[src/rtl/mem_arb_pkg.sv]
// mem_arb_pkg: FSM state type, default memory geometry and index-width helper shared by mem_arbiter
package mem_arb_pkg;

    localparam int MEM_ADDR_W = 10;
    localparam int MEM_DATA_W = 32;

    typedef enum logic [1:0] {
        ST_IDLE,
        ST_ISSUE,
        ST_RESP
    } state_e;

    function automatic int idx_w(input int n);
        return (n > 1) ? $clog2(n) : 1;
    endfunction

endpackage

[src/rtl/mem_rr_pick.sv]
// mem_rr_pick: one-hot grant among valid requesters; MEM_ARB_FIXED_PRIO_EN selects lowest-index-wins instead of round-robin
module mem_rr_pick
    import mem_arb_pkg::*;
#(
    parameter int N  = 4,
    parameter int LW = idx_w(N)
) (
    input  logic [N-1:0]  req_valid_i,
    input  logic [LW-1:0] last_grant_i,
    output logic [N-1:0]  grant_o
);

    logic [LW-1:0] idx;

`ifdef MEM_ARB_FIXED_PRIO_EN
    logic unused_last;
    assign unused_last = ^last_grant_i;

    always_comb begin
        grant_o = '0;
        idx     = '0;
        for (int i = N - 1; i >= 0; i--) begin
            idx = LW'(i);
            if (req_valid_i[idx]) grant_o = N'(1) << idx;
        end
    end
`else
    // Scan from lowest to highest priority so the requester nearest after last_grant overwrites the others
    always_comb begin
        grant_o = '0;
        idx     = '0;
        for (int i = N; i >= 1; i--) begin
            idx = LW'((int'(last_grant_i) + i) % N);
            if (req_valid_i[idx]) grant_o = N'(1) << idx;
        end
    end
`endif

endmodule

[src/rtl/mem_arbiter.sv]
// mem_arbiter: shares one single-port memory among NUM_REQ requesters; MEM_ARB_FIXED_PRIO_EN (in mem_rr_pick) selects fixed priority
module mem_arbiter
    import mem_arb_pkg::*;
#(
    parameter int NUM_REQ = 4,
    parameter int ADDR_W  = MEM_ADDR_W,
    parameter int DATA_W  = MEM_DATA_W
) (
    input  logic                      clk,
    input  logic                      rst,
    input  logic [NUM_REQ-1:0]        req_valid,
    input  logic [NUM_REQ-1:0]        req_we,
    input  logic [NUM_REQ*ADDR_W-1:0] req_addr,
    input  logic [NUM_REQ*DATA_W-1:0] req_wdata,
    output logic [NUM_REQ-1:0]        req_ready,
    output logic [NUM_REQ-1:0]        rsp_valid,
    output logic [DATA_W-1:0]         rsp_rdata,
    output logic [ADDR_W-1:0]         mem_address,
    output logic [DATA_W-1:0]         mem_write_data,
    output logic                      mem_write,
    input  logic [DATA_W-1:0]         mem_read_data
);

    localparam int LW = idx_w(NUM_REQ);

    state_e              state_q, state_d;
    logic [LW-1:0]       owner_q, owner_d;
    logic [LW-1:0]       last_q, last_d;
    logic                mem_we_q, mem_we_d;
    logic [ADDR_W-1:0]   addr_q, addr_d;
    logic [DATA_W-1:0]   wdata_q, wdata_d;
    logic [NUM_REQ-1:0]  grant;
    logic [LW-1:0]       win_idx;
    logic                accept;
    logic [ADDR_W-1:0]   addr_arr  [NUM_REQ];
    logic [DATA_W-1:0]   wdata_arr [NUM_REQ];

    for (genvar g = 0; g < NUM_REQ; g++) begin : g_unpack
        assign addr_arr[g]  = req_addr[g*ADDR_W +: ADDR_W];
        assign wdata_arr[g] = req_wdata[g*DATA_W +: DATA_W];
    end

    mem_rr_pick #(
        .N (NUM_REQ)
    ) u_pick (
        .req_valid_i  (req_valid),
        .last_grant_i (last_q),
        .grant_o      (grant)
    );

    assign req_ready = (state_q == ST_IDLE && !rst) ? grant : '0;
    assign accept    = |req_ready;

    always_comb begin
        win_idx = '0;
        for (int i = 0; i < NUM_REQ; i++) begin
            if (grant[LW'(i)]) win_idx = LW'(i);
        end
    end

    // mem_we_d defaults low so mem_write is high only for the ISSUE cycle
    always_comb begin
        state_d  = state_q;
        owner_d  = owner_q;
        last_d   = last_q;
        mem_we_d = 1'b0;
        addr_d   = addr_q;
        wdata_d  = wdata_q;
        unique case (state_q)
            ST_IDLE: begin
                if (accept) begin
                    state_d  = ST_ISSUE;
                    owner_d  = win_idx;
                    last_d   = win_idx;
                    mem_we_d = req_we[win_idx];
                    addr_d   = addr_arr[win_idx];
                    wdata_d  = wdata_arr[win_idx];
                end
            end
            ST_ISSUE: state_d = ST_RESP;
            default:  state_d = ST_IDLE;
        endcase
    end

    always_ff @(posedge clk) begin
        if (rst) begin
            state_q  <= ST_IDLE;
            owner_q  <= '0;
            last_q   <= LW'(NUM_REQ - 1);
            mem_we_q <= 1'b0;
            addr_q   <= '0;
            wdata_q  <= '0;
        end else begin
            state_q  <= state_d;
            owner_q  <= owner_d;
            last_q   <= last_d;
            mem_we_q <= mem_we_d;
            addr_q   <= addr_d;
            wdata_q  <= wdata_d;
        end
    end

    assign mem_address    = addr_q;
    assign mem_write_data = wdata_q;
    assign mem_write      = mem_we_q;
    assign rsp_valid      = (state_q == ST_RESP && !rst) ? NUM_REQ'(1) << owner_q : '0;
    assign rsp_rdata      = mem_read_data;

endmodule

[config.mk]
export PLATFORM = sky130hd
export DESIGN_NAME = mem_arbiter
export DESIGN_NICKNAME = d
export VERILOG_FILES = /design/src/rtl/mem_arb_pkg.sv /design/src/rtl/mem_rr_pick.sv /design/src/rtl/mem_arbiter.sv
export SDC_FILE = /design/constraint.sdc
export NUM_CORES = 1
export LEC_CHECK = 0
export ABC_AREA = 1
export CAP_MARGIN = 20
export CORE_MARGIN = 3
export CORE_UTILIZATION = 28
export DETAILED_ROUTE_END_ITERATION = 10
export PLACE_DENSITY = 0.81
export SLEW_MARGIN = 30
export SYNTH_ARGS = -nofsm -noshare
export SYNTH_HDL_FRONTEND = slang
export SYNTH_SLANG_ARGS = --single-unit
[constraint.sdc]
create_clock -name clk -period 2.35 [get_ports clk]
set_clock_uncertainty 0.05 [all_clocks]
set_input_delay 0.47 -clock clk [delete_from_list [all_inputs] [get_ports clk]]
set_output_delay 0.47 -clock clk [all_outputs]
set_load 0.01 [all_outputs]
### After elaboration in Yosys (flattened, before gate mapping)

Index checks and enable logic that the tools add are counted.

* add/sub/neg operators: 4
* $lt $le $gt $ge: 6
* equal/unequal tests: 3
* shifts and indexed selects: 5
* muxes and demuxes: 25
* bitwise gates (word level): 3
* reduce and logical (&&, ||, !) cells: 7

Operators by type and width (count)
* $bmux 32 s2: 1
* $mux 32: 2
* $mux 4: 6
* $bmux 10 s2: 1
* $mux 10: 2
* $shl 1x2->4 const A: 5
* $lt 2x3->1 const B: 5
* $bmux 1 s2: 5
* $mux 1: 6
* $add 2x1->2 const B: 2
* $add 2x2->2 const B: 2
* $pmux 2 s2: 1
* $reduce_or 4->1: 1
* $ge 3x3->1 const B: 1
* $not 2->3: 1
* $reduce_or 3->1: 1
* $eq 2x1->1 const B: 1
* $eq 2x2->1 const B: 1
* $logic_and 1x1->1: 2
* $logic_not 2->1: 1
* $mux 2: 1
* $ne 2x2->1 const B: 1
* $not 1->1: 2
* $reduce_and 2->1: 1
* $logic_not 1->1: 1

* bits in registers: 49
* input bits: 210
* output and inout bits: 83
* logic and storage cells: 59

### Logic depth before layout (Yosys ltp)

Gate-level depths: netlist of the first run.

* depth in word-level cells: 12
* mapped depth: 17
* gate-level depth less buffers: 16

### Hierarchy

Synthesis of the first run repeated with hierarchy kept, for this count alone.

* cells, all modules: 507
* area, all modules: 3159.3 µm²

By module, submodules not included
* mem_arbiter: instances 1, cells each 435, area each 2780.2 µm², seq. area each 960.9 µm²
* mem_rr_pick: instances 1, cells each 72, area each 379.1 µm², seq. area each 0.0 µm²

### Least setup slack after synthesis of the first run

OpenSTA, ideal clock, no wires.

* path type: register to register
* start: reg last_q[0]
* end: reg last_q[0]
* library setup time: 133 ps
* arrival time: 2174 ps
* required time: 2167 ps
* path slack: -8 ps
* stages on the path, launching flop included: 17
* buffers on the path: 2
* clock period less this slack: 2358 ps
* cells stage by stage: dfxtp_1 > inv_2 > ha_1 > inv_1 > nand3_1 > nand2_1 > nand3_1 > nand2_1 > nand2_4 > nand2_4 > nand2_4 > nand2_4 > nor2_8 > buf_6 > buf_6 > nand2_1 > nand3_1

* longest elaborated chain between the ends: 10
* elaborated cells on any way between the ends: 24
* classes of those cells: add/sub: 4; shift: 4; mux: 14; reduce/logical: 2

RTL lines
* from (decl): RTL line mem_arbiter.sv:28 `logic [LW-1:0] last_q, last_d;`
* from (signal assigned): RTL line mem_arbiter.sv:89 `last_q <= LW'(NUM_REQ - 1);`
* from (signal assigned): RTL line mem_arbiter.sv:96 `last_q <= last_d;`
* $add 2x1->2: RTL line mem_rr_pick.sv:33 `idx = LW'((int'(last_grant_i) + i) % N);`
* $bmux 1 s2: RTL line mem_rr_pick.sv:34 `if (req_valid_i[idx]) grant_o = N'(1) << idx;`
* $mux 1 (implied by the code): RTL line mem_rr_pick.sv:34
* $mux 4 (3 in series): RTL line mem_rr_pick.sv:34
* $mux 4 *: RTL line mem_rr_pick.sv:34
* $mux 4: RTL line mem_arbiter.sv:51 `assign req_ready = (state_q == ST_IDLE && !rst) ? grant : '0;`
* $reduce_or 4->1: RTL line mem_arbiter.sv:52 `assign accept = |req_ready;`
* $reduce_and 2->1 (no line)

Mark *: on every way between the ends. The rest lies on a longest branch, timed or not. The select of a mux whose other input is x is not followed.
A chain may end at the register's enable or synchronous reset.

### Worst setup path in the final report of the first run

* start: reg last_q[0]
* end: out req_ready[1]

* longest elaborated chain between the ends: 8
* elaborated cells on any way between the ends: 21
* classes of those cells: add/sub: 4; shift: 4; mux: 13

RTL lines
* $add 2x1->2: RTL line mem_rr_pick.sv:33
* $bmux 1 s2: RTL line mem_rr_pick.sv:34
* $mux 1 (implied by the code): RTL line mem_rr_pick.sv:34
* $mux 4 (3 in series): RTL line mem_rr_pick.sv:34
* $mux 4 *: RTL line mem_rr_pick.sv:34
* $mux 4 *: RTL line mem_arbiter.sv:51
* to (decl): RTL line mem_arbiter.sv:15 `output logic [NUM_REQ-1:0] req_ready,`

Marked as above.

==> results of run 1 <==
## placed cells by master, fill, tap and decap left out
cell             instances
dlygate4sd2_1            4
buf_8                    3
buf_12                   4
nor2_2                   3
a21oi_1                  3
dfxtp_2                  2
nor2_8                   1
bufinv_16                1
or2_1                    1
nand3_2                  4
nand2_4                  6
buf_4                   17
inv_1                   54
nand2_2                 12
conb_1                   2
inv_2                    9
o21ai_1                  4
dfxtp_1                 46
nor3_1                   2
nor2_1                  83
clkbuf_16               15
nand2_1                192
clkdlybuf4s50_1        130
clkinvlp_4               1
nand3_1                 52
buf_6                   12
o21ai_4                  1
ha_4                     1
nand3_4                  2
dlymetal6s2s_1           2
ha_1                     7
o21ai_2                  1
clkinv_2                 1
## through the flow
step / hold WS, ps / TNS, ps / power [mW] / setup WS (ps)
after floorplan: 372 / 0 / 4.77 / 54.2
after global placement: 381 / -14990 / 6.27 / -425
after detailed placement: 397 / -15090 / 6.35 / -419
after CTS: 407 / 0 / 7.30 / 2.92
after global routing: 447 / -3320 / 10.3 / -97.5
final: 406 / 0 / 9.42 / 7.64
## worst max path at each step
stage                       from            to  slack, ps  cells past startpoint
floorplan              last_q[1]     last_q[0]         50                     16
global placement    req_valid[2]  req_ready[1]       -430                     11
detailed placement  req_valid[2]  req_ready[1]       -420                     11
CTS                 req_valid[3]  req_ready[1]          3                     13
global route           last_q[0]  req_ready[1]       -100                     14
finish                 last_q[0]  req_ready[1]          8                     12
## what timing repair did
item	in CTS	in global routing
gates resized for setup	29	43
pin swaps	9	16
setup buffers	3	4
setup endpoints to repair	43	49
endpoints found under the hold margin	0	0
cloned	0	15
## registers in the layout, indices dropped and copies added (netlist names)
signal,count
state_q,2
owner_q,1
mem_write,1
mem_address,10
last_q,2
mem_write_data,32
## layout make-up
type                    count  share of cell area
repair buffers            182               0.378
multi-input cells         377               0.330
flip-flops and latches     48               0.182
inverters                  63              0.0447
well taps                 140              0.0331
clock buffers               5              0.0237
clock inverters             3             0.00805
## critical path, cell delays in order (launching register included)
cell,delay [ps]
dfxtp_2,340
inv_2,50
ha_4,320
nand3_4,120
nand2_4,90
buf_4,120
nand3_1,100
nand2_2,100
nand2_4,50
nand2_4,70
nand2_4,50
inv_2,40
buf_6,90
## metal layers
| layer | routed length, um | track usage | up-vias |
|---|---|---|---|
| met4 | 111 | 0.0361 | 2 |
| li1 | - | - | 1862 |
| met1 | 4760 | 0.171 | 1558 |
| met5 | 35 | 0.0196 | - |
| met2 | 5320 | 0.246 | 142 |
| met3 | 1360 | 0.0845 | 16 |
## kinds of logic after synthesis
group | count (synthesis)
simple gates | 358
buf+inv | 122
flops | 48
compound gates | 9
fa+ha+maj | 8
other cells | 1
## power by group through the flow
stage                     clock [mW]  sequential (mW)  combinational (mW)
after floorplan                    0             1.42                3.35
after global placement             0             1.27                5.00
after detailed placement           0             1.29                5.06
after CTS                      0.851             1.27                5.18
after global routing           0.891             1.31                8.11
final                          0.816             1.27                7.33
==> results.ini, run 1 <==
[critical_path]
crit_type = reg -> out
crit_required_ps = 1830
critPathMaxFanout = 4
start_kind = flop
crit_arrival_ps = 1820
cp-end-kind = primary output
reg2reg_from = last_q[0]
r2r_end = mem_write_data[13]
r2r_setup_slack_ps = 50
r2r_cells = 19

[sta]
post-route-period-util = 0.997
worst_pin_slew_ps = 509
fin_crit_ps = 2340
grt_setup_unrepaired = yes
setup_violations = 0
max_freq_mhz = 427
relSlewSlack = 0.661
drv_slew = 0
hold_viol = 0

[synthesis]
yosysTopAreaCell = dfxtp_1
ys_async_sr_fraction = 0
synthSimpleGateAreaFrac = 0.459
synth-edff-count = 0
synth.top_cell.area_share = 0.299
netlist_instances = 546
syn_avg_cell_area_um2 = 5.88
ys_top_cells_by_count = nand2_1, nor2_1, inv_1, nand3_1, dfxtp_1
synth-xor-area-share = 0
ys_ff_latch = 48
synth-compound-area-share = 0.0152
syn_area_um2 = 3210
synth_area_leaders = dfxtp_1, nand2_1, nor2_1, nand3_1, buf_4
yosys.area_share.adder = 0.0312
synth_top_family_by_area = simple AND/OR/NAND/NOR gates
synth_cell_types = 23
synthFlopType = dfxtp_1
ys_warn_count = 0
synth.most_common_cell = nand2_1
synth.area.mux_share = 0
yosysSeqAreaShare = 0.299

[clocking]
clk_pin_slew_ps = 60
cts_hold_buf = 0
htree_levels = 2
cts_tree = built
cts_made_buffers = 5
cts_buffer_depth = 2
clock_latency_ps = 280
cts_num_sinks = 48
cts_root_buf = clkbuf_16

[placement]
gp_congestion = 0.832
placed_area_um2 = 4590
dpl.hpwl_um = 7260
port_buffers = 140
placed_cells = 788

[cells_and_area]
seq_area_um2 = 963
areaGrowthSynthToFinish_pct = 64.8
drive_above_1_share = 0.142
utilization = 0.479
final_cells = 818
nets = 895
num_antenna_cells = 0
fin_area_um2 = 5290
fillCellCount = 1125
multi_input_area_um2 = 1750

[grt]
antenna_found_initial = 0
grt_pass1_wl_um = 15700
grt_overflow = 0
grt.total_usage = 0.151
grt_max_degree = 45
grt_pass1_vias = 3180

[power_and_ir_drop]
switchingPower_mw = 4.18
p_seq_frac = 0.135
p_leak_nw = 2.70
irDropWorstVdd_v = 0.00107
pwr-share-comb = 0.778
internal_power_mw = 5.24
p_clk_frac = 0.087
power.share.switching = 0.444
p_per_area_nw_per_um2 = 1780

[hold_path]
hold_class = reg -> reg
hold_end = state_q[1]
holdPathStages = 2
min_from = state_q[0]

[detailed_routing]
drcViolationCount = 0
wirelength_um = 11600
num_vias = 3580
wire_per_inst_um = 14.2
viasPerCell = 4.38
drt-pass1-iter-count = 4
drtAntennaViolNets = 0
detail_route.iter0.violations = 153

[die]
num_io_pins = 293
die_w_um = 113
rows = 38
core_area_um2 = 11000
dieArea_um2 = 12800
initial_core_util = 0.291
die_h_um = 113

[job]
maxCapViolCount = 0

[outcome]
status = finished, final reports clean

No activity file was read; power rests on OpenSTA's default activity.
==> run 2: changes to the inputs <==
CORE_AREA = 3 3 112 114   (was default)
CORE_MARGIN = default   (was 3)
CORE_UTILIZATION = default   (was 28)
DIE_AREA = 0 0 115 117   (was default)
PLACE_DENSITY = 0.77   (was 0.81)
clock period = 2.4 ns   (was 2.35 ns; I/O delays follow)
==> run 2 against run 1 <==
  * Core utilization decreased by 4.4 points
  * Final cell count is 0.98% lower
  * Sequential share of layout area is 1.0 points higher
  * Via count shrank 3.2%
  * Sequential power barely moved
  * Global-route usage is 0.92 points lower
  * Largest power group unchanged
  * Highest routed layer unchanged
==> results.ini, run 2 (synthesized netlist as in run 1, its figures left out) <==
[power_and_ir_drop]
irDropWorstVdd_v = 0.000735  ; was 0.00107 V
internal_power_mw = 4.22  ; was 5.24 mW
total_power_mw = 7.83  ; was 9.42 mW
p_per_area_nw_per_um2 = 1560  ; was 1780 nW/um2
power.share.switching = 0.461  ; was 0.444
p_leak_nw = 2.59  ; was 2.70 nW
switchingPower_mw = 3.61  ; was 4.18 mW
pwr-share-comb = 0.737  ; was 0.778
p_clk_frac = 0.105  ; was 0.087
p_seq_frac = 0.159  ; was 0.135

[placement]
port_buffers = 140  ; unchanged
dp_slack_ps = -423  ; was -419 ps
placed_area_um2 = 4610  ; was 4590 um2
placed_cells = 793  ; was 788
dpl.hpwl_um = 7450  ; was 7260 um
gp_congestion = 0.809  ; was 0.832

[sta]
post-route-period-util = 0.950
max_freq_mhz = 439
setup_violations = 0  ; unchanged
drv_slew = 0  ; unchanged
hold_viol = 0  ; unchanged
grt_setup_unrepaired = yes  ; unchanged
fin_crit_ps = 2280
setup_ws_ps = 120  ; was 7.64 ps

[critical_path]
cp-end-kind = primary output  ; unchanged
crit_arrival_ps = 1750  ; was 1820 ps
critPathMaxFanout = 5  ; was 4
crit_required_ps = 1870  ; was 1830 ps
crit_type = reg -> out  ; unchanged
start_kind = flop  ; unchanged

[cells_and_area]
fin_area_um2 = 5010  ; was 5290 um2
fillCellCount = 1201  ; was 1125
utilization = 0.435  ; was 0.479
largest_reg_flops = 32  ; unchanged
final_cells = 810  ; was 818
final_common_cell = nand2_1  ; unchanged
nets = 884  ; was 895
areaGrowthSynthToFinish_pct = 56.1  ; was 64.8%
num_antenna_cells = 0  ; unchanged
layout_common_cells = nand2_1, clkdlybuf4s50_1, nor2_1  ; unchanged
drive_above_1_share = 0.114  ; was 0.142

[outcome]
status = finished, final reports clean  ; unchanged

[clocking]
clk_pin_slew_ps = 60  ; about the same
cts_num_sinks = 48  ; unchanged
cts_buffer_depth = 2  ; unchanged
cts_tree = built  ; unchanged
cts_made_buffers = 5  ; unchanged
cts_root_buf = clkbuf_16  ; unchanged
htree_levels = 2  ; unchanged
clock_latency_ps = 280  ; about the same

[detailed_routing]
num_vias = 3464  ; was 3580
detail_route.iter0.violations = 109  ; was 153
drtAntennaViolNets = 0  ; unchanged
wirelength_um = 10400  ; was 11600 um
drcViolationCount = 0  ; unchanged
wire_per_inst_um = 12.8  ; was 14.2 um
drt-pass1-iter-count = 4  ; unchanged
viasPerCell = 4.28  ; was 4.38

[die]
initial_core_util = 0.279  ; was 0.291
core_area_um2 = 11500  ; was 11000 um2
rows = 39  ; was 38
num_io_pins = 293  ; unchanged
die_h_um = 117  ; was 113 um
die_w_um = 115  ; was 113 um
dieArea_um2 = 13500  ; was 12800 um2

[grt]
antenna_found_initial = 0  ; unchanged
grt_pass1_vias = 3116  ; was 3180
grt.total_usage = 0.142  ; was 0.151
grt_overflow = 0  ; unchanged
grt_pass1_wl_um = 15300  ; was 15700 um
grt_max_degree = 45  ; unchanged

[job]
maxCapViolCount = 0  ; unchanged

[hold_path]
hold_class = reg -> reg  ; unchanged

run 2: power by group through the flow:
stage	Sequential [mW]	Combinational, mW	Clock (mW)
finish	1.24	5.77	0.819
global route	1.28	6.49	0.868
CTS	1.25	5.25	0.848
detailed placement	1.26	5.03	0
global placement	1.25	4.96	0
floorplan	1.39	3.28	0
run 2: area by class of cell:
type / instances / area [um2] / share of cell area
flip-flops and latches: 48 / 963 / 0.192
inverters: 63 / 236 / 0.0472
multi-input cells: 377 / 1730 / 0.345
well taps: 143 / 179 / 0.0357
clock inverters: 2 / 38.8 / 0.00774
repair buffers: 171 / 1730 / 0.345
clock buffers: 6 / 139 / 0.0277
run 2: repair_timing:
action / CTS / global route
hold buffers: 0 / 0
endpoints found under the setup margin: 47 / 34
cloned: 0 / 3
resized for setup: 41 / 11
pin swaps: 10 / 3
setup buffers: 3 / 3
run 2: per-stage QoR:
step	setup TNS (ps)	hold WS, ps
detailed placement	-14240	391
floorplan	0	372
global route	-2.81	424
finish	0	395
CTS	-1.90	398
global placement	-14050	379
run 2: path summary, 6_finish.rpt:
kind	start	endpoint	slack, ps	depth (start not counted)
max	last_q[0]	req_ready[3]	120	11
min	state_q[1]	state_q[1]	390	1
max reg2reg	last_q[0]	mem_write_data[15]	190	17
min reg2reg	state_q[1]	state_q[1]	390	1
run 2: critical path: stages, from the launching register on:
cell and delay, ps:
dfxtp_2 330, inv_2 50, ha_4 310, inv_2 50
nand3_4 100, nand2_4 70, or2_1 200, nand3_1 80
nand2_1 60, nand2_2 60, inv_1 40, buf_2 130
run 2: metal layers:
metal / track usage / up-vias / wire length, um
met1: 0.152 / 1475 / 4040
li1: - / 1834 / -
met5: 0.0222 / - / 39
met3: 0.0833 / 10 / 1440
met4: 0.0266 / 2 / 72
met2: 0.243 / 143 / 4780
==> run 3: changes to the inputs <==
CORE_AREA = default   (was 3 3 112 114)
CORE_ASPECT_RATIO = 0.75   (was default)
CORE_MARGIN = 5   (was default)
CORE_UTILIZATION = 31   (was default)
DIE_AREA = default   (was 0 0 115 117)
PLACE_DENSITY = 0.85   (was 0.77)
==> run 3 against run 2 <==
  * Register-to-register slack lost 40 ps
  * Critical path depth grew 1
  * Core utilization grew 3.9 points
  * Setup slack lost 74 ps
  * Clock power shrank 13%
==> results.ini, run 3 (synthesized netlist as in run 1, its figures left out) <==
[sta]
setup_tns_ps = 0  ; unchanged
post-route-period-util = 0.981  ; was 0.950
worst_pin_slew_ps = 503
setup_ws_ps = 46.8  ; was 120 ps
drv_slew = 0  ; unchanged
hold_ws_ps = 412  ; was 395 ps
hold_viol = 0  ; unchanged
max_freq_mhz = 425  ; was 439 MHz
setup_violations = 0  ; unchanged
relSlewSlack = 0.665
grt_setup_unrepaired = yes  ; unchanged
fin_crit_ps = 2350  ; was 2280 ps

[critical_path]
r2r_end = mem_write_data[27]  ; was mem_write_data[15]
cp-end-kind = primary output  ; unchanged
start_kind = flop  ; unchanged
critPathMaxFanout = 4  ; was 5
crit_required_ps = 1870  ; about the same
crit_type = reg -> out  ; unchanged
r2r_setup_slack_ps = 150  ; was 190 ps
crit_arrival_ps = 1820  ; was 1750 ps
r2r_cells = 17  ; unchanged
reg2reg_from = last_q[0]  ; unchanged

[die]
die_h_um = 98.1  ; was 117 um
num_io_pins = 293  ; unchanged
core_area_um2 = 10200  ; was 11500 um2
initial_core_util = 0.314  ; was 0.279
dieArea_um2 = 12500  ; was 13500 um2
die_w_um = 127  ; was 115 um
rows = 32  ; was 39

[clocking]
cts_buffer_depth = 2  ; unchanged
cts_made_buffers = 5  ; unchanged
htree_levels = 2  ; unchanged
cts_root_buf = clkbuf_16  ; unchanged
cts_num_sinks = 48  ; unchanged
clock_latency_ps = 280  ; about the same
clk_pin_slew_ps = 60  ; about the same
cts_tree = built  ; unchanged

[detailed_routing]
highest_layer = met4  ; was met5
wl_met2_um = 4310  ; was 4780 um
wl_met1_um = 4300  ; was 4040 um
wirelength_um = 9990  ; was 10400 um
drt-pass1-iter-count = 4  ; unchanged
viasPerCell = 4.38  ; was 4.28
num_vias = 3481  ; was 3464
drcViolationCount = 0  ; unchanged
dr_wl_met3_um = 1130  ; was 1440 um
drtAntennaViolNets = 0  ; unchanged
detail_route.iter0.violations = 183  ; was 109
wire_per_inst_um = 12.6  ; was 12.8 um

[placement]
placed_area_um2 = 4570  ; was 4610 um2
placed_cells = 782  ; was 793
dp_slack_ps = -426  ; was -423 ps
dpl.hpwl_um = 7150  ; was 7450 um
port_buffers = 140  ; unchanged
gp_congestion = 0.868  ; was 0.809

[cells_and_area]
fillCellCount = 1013  ; was 1201
largest_reg_flops = 32  ; unchanged
num_antenna_cells = 0  ; unchanged
layout_common_cells = nand2_1, clkdlybuf4s50_1, nor2_1  ; unchanged
drive_above_1_share = 0.100  ; was 0.114
nets = 875  ; was 884
final_common_cell = nand2_1  ; unchanged
utilization = 0.474  ; was 0.435
fin_area_um2 = 4840  ; was 5010 um2
areaGrowthSynthToFinish_pct = 50.8  ; was 56.1%
final_cells = 794  ; was 810

[grt]
grt_pass1_vias = 3212  ; was 3116
antenna_found_initial = 0  ; unchanged
grt_pass1_wl_um = 15500  ; was 15300 um
grt.total_usage = 0.153  ; was 0.142
grt_max_degree = 45  ; unchanged
grt_overflow = 0  ; unchanged

[hold_path]
hold_end = state_q[1]  ; unchanged
holdPathStages = 2  ; was 1
hold_class = reg -> reg  ; unchanged
min_from = state_q[0]  ; was state_q[1]

[outcome]
status = finished, final reports clean  ; unchanged

[job]
maxCapViolCount = 0  ; unchanged

[power_and_ir_drop]
irDropWorstVdd_v = 0.000665  ; was 0.000735 V
p_leak_nw = 2.48  ; was 2.59 nW
p_per_area_nw_per_um2 = 1490  ; was 1560 nW/um2
total_power_mw = 7.20  ; was 7.83 mW

-- run 3: changes by cell type in the layout (fill, tap and decap cells not counted), sizes merged --
cell and delta:
bufinv -1, dlygate4sd2 +2, buf -6, clkbuf -4, dlymetal6s2s -2, clkinv +1, clkdlybuf4s15 +1
-- run 3: how the worst max path moves through the flow --
stage,start,end,slack (ps),cells after the start
4_1_cts,last_q[0],req_ready[1],5,11
3_3_place_gp,req_valid[0],req_ready[1],-390,11
6_report,last_q[0],req_ready[0],50,12
2_1_floorplan,last_q[0],last_q[0],40,16
3_5_place_dp,req_valid[2],req_ready[1],-430,11
5_1_grt,last_q[0],req_ready[2],-60,13
-- run 3: layout make-up --
type | count | area, um2 | share of cell area
Multi-Input combinational cell | 377 | 1730 | 0.357
Clock buffer | 6 | 139 | 0.0287
Inverter | 63 | 239 | 0.0494
Tap cell | 136 | 170 | 0.0352
Timing Repair Buffer | 162 | 1590 | 0.329
Sequential cell | 48 | 963 | 0.199
Clock inverter | 2 | 10.0 | 0.00207
-- run 3: per-layer routing --
layer	vias to the layer above	track usage
li1	1811	-
met1	1516	0.183
met2	142	0.247
met3	12	0.0672
met4	0	0.0486
met5	-	0
-- run 3: timing repair --
item	4_1_cts	5_1_grt
resized for setup	42	8
pin swaps	10	5
setup endpoints to repair	20	4
buffers inserted	3	1
cloned	0	0
hold buffers	0	0
-- run 3: worst max-delay path, cell delays in order, from the launching register on --
cell and delay, ps:
dfxtp_2 340, inv_2 50, ha_4 270, inv_4 60, nand3_4 100, buf_4 150
buf_4 120, nand3_1 70, nand3_1 70, nand2_1 60, nand2_1 70, inv_1 50
buf_2 120
-- run 3: where the power goes --
group | total [mW] | internal (mW) | switching, mW | leakage, nW
clock network | 0.710 | 0.411 | 0.299 | 0.0766
logic | 5.24 | 2.16 | 3.08 | 2.00
registers | 1.25 | 1.11 | 0.131 | 0.397
